<file path="src/rtl/bc_pkg.sv">
// Shared types and constants for the Bulls-and-Cows round controller.
// Latency: n/a (declarations only).
// Backpressure: n/a.
package bc_pkg;

    typedef enum logic [2:0] {
        ST_IDLE,
        ST_ENTRY,
        ST_CHECK,
        ST_SCORE,
        ST_RESULT,
        ST_WIN,
        ST_LOSE
    } bc_state_t;

    localparam int          NUM_DIGITS  = 4;
    localparam logic [3:0]  DIGIT_BLANK = 4'hF;
    localparam logic [3:0]  KEY_BS      = 4'hB;
    localparam logic [3:0]  MAX_DIGIT   = 4'd9;
    localparam logic [2:0]  WIN_STRIKES = 3'd4;
    localparam logic [15:0] GUESS_BLANK = {NUM_DIGITS{DIGIT_BLANK}};

    // Slot 0 lives in the top nibble, slot 3 in the bottom nibble.
    function automatic logic [15:0] set_slot(input logic [15:0] g,
                                             input logic [1:0]  idx,
                                             input logic [3:0]  d);
        logic [15:0] r;
        r = g;
        for (int i = 0; i < NUM_DIGITS; i++) begin
            if (idx == 2'(i)) r[(NUM_DIGITS-1-i)*4 +: 4] = d;
        end
        return r;
    endfunction

endpackage

</file>
<file path="src/rtl/bc_dup_check.sv">
// Flags a 4-digit guess that contains any repeated digit (6 pairwise compares).
// Latency: combinational.
// Backpressure: none.
module bc_dup_check
    import bc_pkg::*;
(
    input  logic [15:0] guess,
    output logic        dup
);

    always_comb begin
        dup = 1'b0;
        for (int i = 0; i < NUM_DIGITS; i++) begin
            for (int j = i + 1; j < NUM_DIGITS; j++) begin
                if (guess[i*4 +: 4] == guess[j*4 +: 4]) dup = 1'b1;
            end
        end
    end

endmodule

</file>
<file path="src/rtl/bc_round_ctrl.sv">
// Round controller: keypad digit entry, guess validation, scorer handshake, win/lose. Macro BC_BACKSPACE_EN enables key 4'hB as backspace.
// Latency: 4th digit to score_req 2 cycles; score_ack to win/lose 2 cycles.
// Backpressure: score_req held until score_ack; keys outside entry are dropped.
module bc_round_ctrl
    import bc_pkg::*;
#(
    parameter int MAX_TRIES = 10,
    parameter int TRY_W     = 4
) (
    input  logic             clk,
    input  logic             rst_n,
    input  logic             start,
    input  logic             key_valid,
    input  logic [3:0]       key_digit,
    input  logic             score_ack,
    input  logic [2:0]       strikes,
    input  logic [2:0]       balls,
    output logic [15:0]      guess,
    output logic             score_req,
    output logic [TRY_W-1:0] try_cnt,
    output logic [2:0]       last_strikes,
    output logic [2:0]       last_balls,
    output logic             err_range,
    output logic             err_dup,
    output logic             win,
    output logic             lose,
    output logic             busy
);

    localparam logic [1:0] IDX_LAST = 2'(NUM_DIGITS - 1);

    bc_state_t  state;
    logic [1:0] idx;
    logic       dup;

    bc_dup_check u_dup_check (
        .guess (guess),
        .dup   (dup)
    );

    always_ff @(posedge clk) begin
        if (!rst_n) begin
            state        <= ST_IDLE;
            guess        <= GUESS_BLANK;
            idx          <= 2'd0;
            try_cnt      <= '0;
            last_strikes <= 3'd0;
            last_balls   <= 3'd0;
            score_req    <= 1'b0;
            err_range    <= 1'b0;
            err_dup      <= 1'b0;
            win          <= 1'b0;
            lose         <= 1'b0;
            busy         <= 1'b0;
        end else begin
            err_range <= 1'b0;
            err_dup   <= 1'b0;
            case (state)
                ST_IDLE, ST_WIN, ST_LOSE: begin
                    if (start) begin
                        state        <= ST_ENTRY;
                        guess        <= GUESS_BLANK;
                        idx          <= 2'd0;
                        try_cnt      <= '0;
                        last_strikes <= 3'd0;
                        last_balls   <= 3'd0;
                        win          <= 1'b0;
                        lose         <= 1'b0;
                        busy         <= 1'b1;
                    end
                end
                ST_ENTRY: begin
                    if (key_valid) begin
                        if (key_digit <= MAX_DIGIT) begin
                            guess <= set_slot(guess, idx, key_digit);
                            idx   <= idx + 2'd1;
                            if (idx == IDX_LAST) state <= ST_CHECK;
                        end
`ifdef BC_BACKSPACE_EN
                        else if (key_digit == KEY_BS) begin
                            // Backspace on an empty guess is silently dropped.
                            if (idx != 2'd0) begin
                                guess <= set_slot(guess, idx - 2'd1, DIGIT_BLANK);
                                idx   <= idx - 2'd1;
                            end
                        end
`endif
                        else begin
                            err_range <= 1'b1;
                        end
                    end
                end
                ST_CHECK: begin
                    if (dup) begin
                        err_dup <= 1'b1;
                        guess   <= GUESS_BLANK;
                        idx     <= 2'd0;
                        state   <= ST_ENTRY;
                    end else begin
                        score_req <= 1'b1;
                        state     <= ST_SCORE;
                    end
                end
                ST_SCORE: begin
                    if (score_ack) begin
                        last_strikes <= strikes;
                        last_balls   <= balls;
                        try_cnt      <= try_cnt + TRY_W'(1);
                        score_req    <= 1'b0;
                        state        <= ST_RESULT;
                    end
                end
                ST_RESULT: begin
                    // A winning final attempt takes precedence over running out of tries.
                    if (last_strikes == WIN_STRIKES) begin
                        win   <= 1'b1;
                        busy  <= 1'b0;
                        state <= ST_WIN;
                    end else if (try_cnt == TRY_W'(MAX_TRIES)) begin
                        lose  <= 1'b1;
                        busy  <= 1'b0;
                        state <= ST_LOSE;
                    end else begin
                        guess <= GUESS_BLANK;
                        idx   <= 2'd0;
                        state <= ST_ENTRY;
                    end
                end
                default: state <= ST_IDLE;
            endcase
        end
    end

endmodule

</file>
<file path="config.mk">
export PLATFORM = sky130hd
export DESIGN_NAME = bc_round_ctrl
export DESIGN_NICKNAME = d
export VERILOG_FILES = /design/src/rtl/bc_pkg.sv /design/src/rtl/bc_dup_check.sv /design/src/rtl/bc_round_ctrl.sv
export SDC_FILE = /design/constraint.sdc
export NUM_CORES = 1
export LEC_CHECK = 0
export ABC_AREA = 1
export CORE_ASPECT_RATIO = 0.9
export CORE_UTILIZATION = 40
export CTS_BUF_LIST = sky130_fd_sc_hd__clkbuf_16
export DETAILED_ROUTE_END_ITERATION = 8
export PLACE_DENSITY_LB_ADDON = 0.3
export SETUP_SLACK_MARGIN = 0.3
export SLEW_MARGIN = 30
export SYNTH_ARGS = -nofsm -noshare
export SYNTH_HDL_FRONTEND = slang
export SYNTH_SLANG_ARGS = --single-unit
</file>
<file path="constraint.sdc">
create_clock -name clk -period 1.5 [get_ports clk]
set_clock_uncertainty 0.1 [all_clocks]
set_input_delay 0.3 -clock clk [delete_from_list [all_inputs] [get_ports clk]]
set_output_delay 0.3 -clock clk [all_outputs]
set_load 0.03 [all_outputs]
</file>
==> out/results.txt <==
Final setup viols: 35
VDD IR max: 1460 µV
CTS sink cnt: 37
Largest net degree at the start of global routing: 20
I/O Buffers: 46
P_leak: 1.93 nW
Final std cells w/o fill: 523
Vias: 3057
Top-count cell post-synth: nand2_1
Hold Crit Start: lose
Ant. Diodes: 0
Synthesis Warnings: 0
Max cap viols: 0
CP arrival: 1960 ps
Final period util: 123%
CP Class: flip-flop to flip-flop
Sw power: 0.00453 W
Kind of start point of the critical path: flip-flop
Final wirelength: 9730 µm
Fin. Hold Viols: 0
Latest clock arrival within the worst-skew pair: 290 ps
Ys async rst share: 0%
Clock power share: 11.4%
Vias in the first global route: 2605
Nets: 478
Worst-case clock buffer depth: 2
RR Endpoint: state[1]
Crit-path cells: inv_4 -> ha_4 -> nand3_2 -> buf_4 -> nor3b_1 -> buf_4 -> nor2_1 -> nand2_2 -> nand2_2 -> a21oi_2
Register area share after synthesis: 34.4%
Hold Path Depth: 2
RSZ-0062 raised after global routing: true
FF-to-FF Start: try_cnt[0]
Initial DRT Pass Iterations: 5
Dpl hpwl: 4670 µm
DRT iter0 DRCs: 290
Reg2reg path depth: 10
Yosys cell types: 27
CP required: 1620 ps
Cell Area, Synth: 2150 µm²
Via density: 5.85
Largest area contributor in the netlist: dfxtp_1
Die X: 79.3 µm
Status: finished, violations left
Crit path time final: 1840 ps
WHS Endpoint: lose
Clock Root Buffer: clkbuf_16
Syn Nets: 359
Pint: 0.00465 W
H-tree depth: 2
Post-synth top cells: 121 x nand2_1, 37 x dfxtp_1, 37 x nor2_1, 34 x inv_1, 25 x nand3_1
Std cell rows: 24
TritonCTS Buffers: 5
Crit-path max cell delay: 360 ps
Max stage delay cell, worst path: dfxtp_4
Relative slew slack: 69.4%
Total gr overflow: 0
Syn avg cell area: 6.36 µm²
Die area: 5670 µm²
Initial antenna violation count: 0
Synth area leaders: dfxtp_1 34%, nand2_1 21%, nor2_1 6.5%, inv_1 5.9%, nand3_1 5.8%
Share of cells above drive strength 1: 55.2%
First-pass GRT wire length: 12600 µm
Worst hold margin: 364 ps
F_max: 0.542 GHz
Logic pwr share: 67.2%
Placer Congestion: 0.921
R2r setup slk: -340 ps
Layout area overhead: 87.6%
TritonCTS clock tree: done
Slew Viols, Final: 0
Setup ws final: -344 ps
Initial Util: 42.9%
Post-synthesis cell count: 338
Yosys top cell area share: 34.4%
Least-Margin Pin Slew: 459 ps
Failing checks: setup timing
Core Area: 5010 µm²
Antenna-violating nets left: 0
Top_reg_cell synth: dfxtp_1
Die Ht: 71.6 µm
Seq pwr share: 21.4%
Clk slew on worst S/H paths: 60 ps
CP Max Fanout: 2
Crit end category: flip-flop
Routed length per placed instance: 18.6 µm
Placed cell count: 487
DRC viols: 0
Gr usage total: 29.5%
Switching part of the total: 49.4%
Synth Register Bits: 37
Tightest Hold Check Type: flip-flop to flip-flop
Number of synthesized flops with an enable pin: 0
Cell area power density: 2270 nW/µm²
Ports: 47
## per-stage QoR
stage | setup TNS, ps | setup slack, ps | util, % | power, W | cell area [µm²]
2_1_floorplan | -958 | -68.6 | - | 0.00452 | 2350
3_3_place_gp | -7480 | -334 | 63.2 | 0.00591 | 3170
3_5_place_dp | -9350 | -409 | 63.2 | 0.00600 | 3170
4_1_cts | -2250 | -119 | 73.7 | 0.00795 | 3690
5_1_grt | -9640 | -373 | 80.5 | 0.00958 | 4040
6_report | -7710 | -344 | 80.5 | 0.00918 | 4040
## final cells by class
type	count	area, µm²
clock buffers	5	125
clock inverters	3	16.3
fillers	280	980
inverters	38	165
multi-input cells	258	1700
flip-flops and latches	37	833
well taps	65	81.3
repair buffers	116	1110
repair inverters	1	11.3
## worst max-delay path: cells and delay by family, from the launching register on
family | cells | cell delay, ps
compound gates | 1 | 140
fa+ha+maj | 1 | 120
simple gates | 5 | 620
flops | 1 | 360
buf+inv | 3 | 430
## routing by layer
layer | vias to the layer above | part of all wire (%) | track usage, %
met2 | 249 | 47 | 47.4
met4 | 0 | 5.8 | 12.9
met5 | - | 0 | 0
met3 | 73 | 9.4 | 6.24
li1 | 1337 | - | -
met1 | 1398 | 38 | 38.2
## cell usage in the layout, fill, tap and decap left out, types with 9 or more instances in the layout
| cell type | n |
|---|---|
| nor2_1 | 24 |
| inv_2 | 14 |
| clkdlybuf4s50_1 | 13 |
| nand3_2 | 12 |
| nand4_1 | 20 |
| dfxtp_4 | 22 |
| buf_4 | 50 |
| buf_6 | 48 |
| a21oi_2 | 9 |
| nand2_1 | 88 |
| inv_1 | 18 |
| nand2_2 | 26 |
| nor2_4 | 15 |
| nand3_1 | 12 |
## worst max path at each step
stage	slack, ps	from	end
finish	-340	try_cnt[0]	state[1]
global route	-370	state[0]	state[0]
CTS	-120	state[0]	state[0]
detailed placement	-410	key_digit[2]	guess[15]
global placement	-330	key_digit[1]	guess[12]
floorplan	-70	try_cnt[0]	guess[10]
## state kept, by name, summed over array words and instances, names as in the netlist
name,cells
busy,1
err_range,1
err_dup,1
idx,2
try_cnt,4
score_req,1
state,3
last_strikes,3
lose,1
last_balls,3
guess,16
win,1
## repair_timing
item | CTS | global route
gates resized for setup | 225 | 77
hold buffers | 0 | 0
gates cloned | 5 | 0
setup buffers | 12 | 11
endpoints found under the setup margin | 68 | 64
pin swaps | 14 | 34
endpoints found under the hold margin | 0 | 0
## power groups by stage
stage                     sequential, W  combinational (W)  clock [W]
final                           0.00196            0.00616    0.00105
after floorplan                 0.00223            0.00229          0
after detailed placement        0.00185            0.00414          0
after CTS                       0.00186            0.00507    0.00102
after global routing            0.00199            0.00651    0.00108
after global placement          0.00184            0.00407          0
## logic make-up (layout without fill, tap and decap cells)
family / count (synthesis) / in the layout / synth area share [%]
adders and majority gates: 6 / 6 / 3.49
and+or+nand+nor: 229 / 231 / 48.0
AOI/OAI and AO/OA: 19 / 19 / 4.65
buffers and inverters: 45 / 163 / 8.61
xor gates and xnor gates: 2 / 2 / 0.815
DFF: 37 / 37 / 34.4
Note: power is estimated with default switching activity, not from simulation.
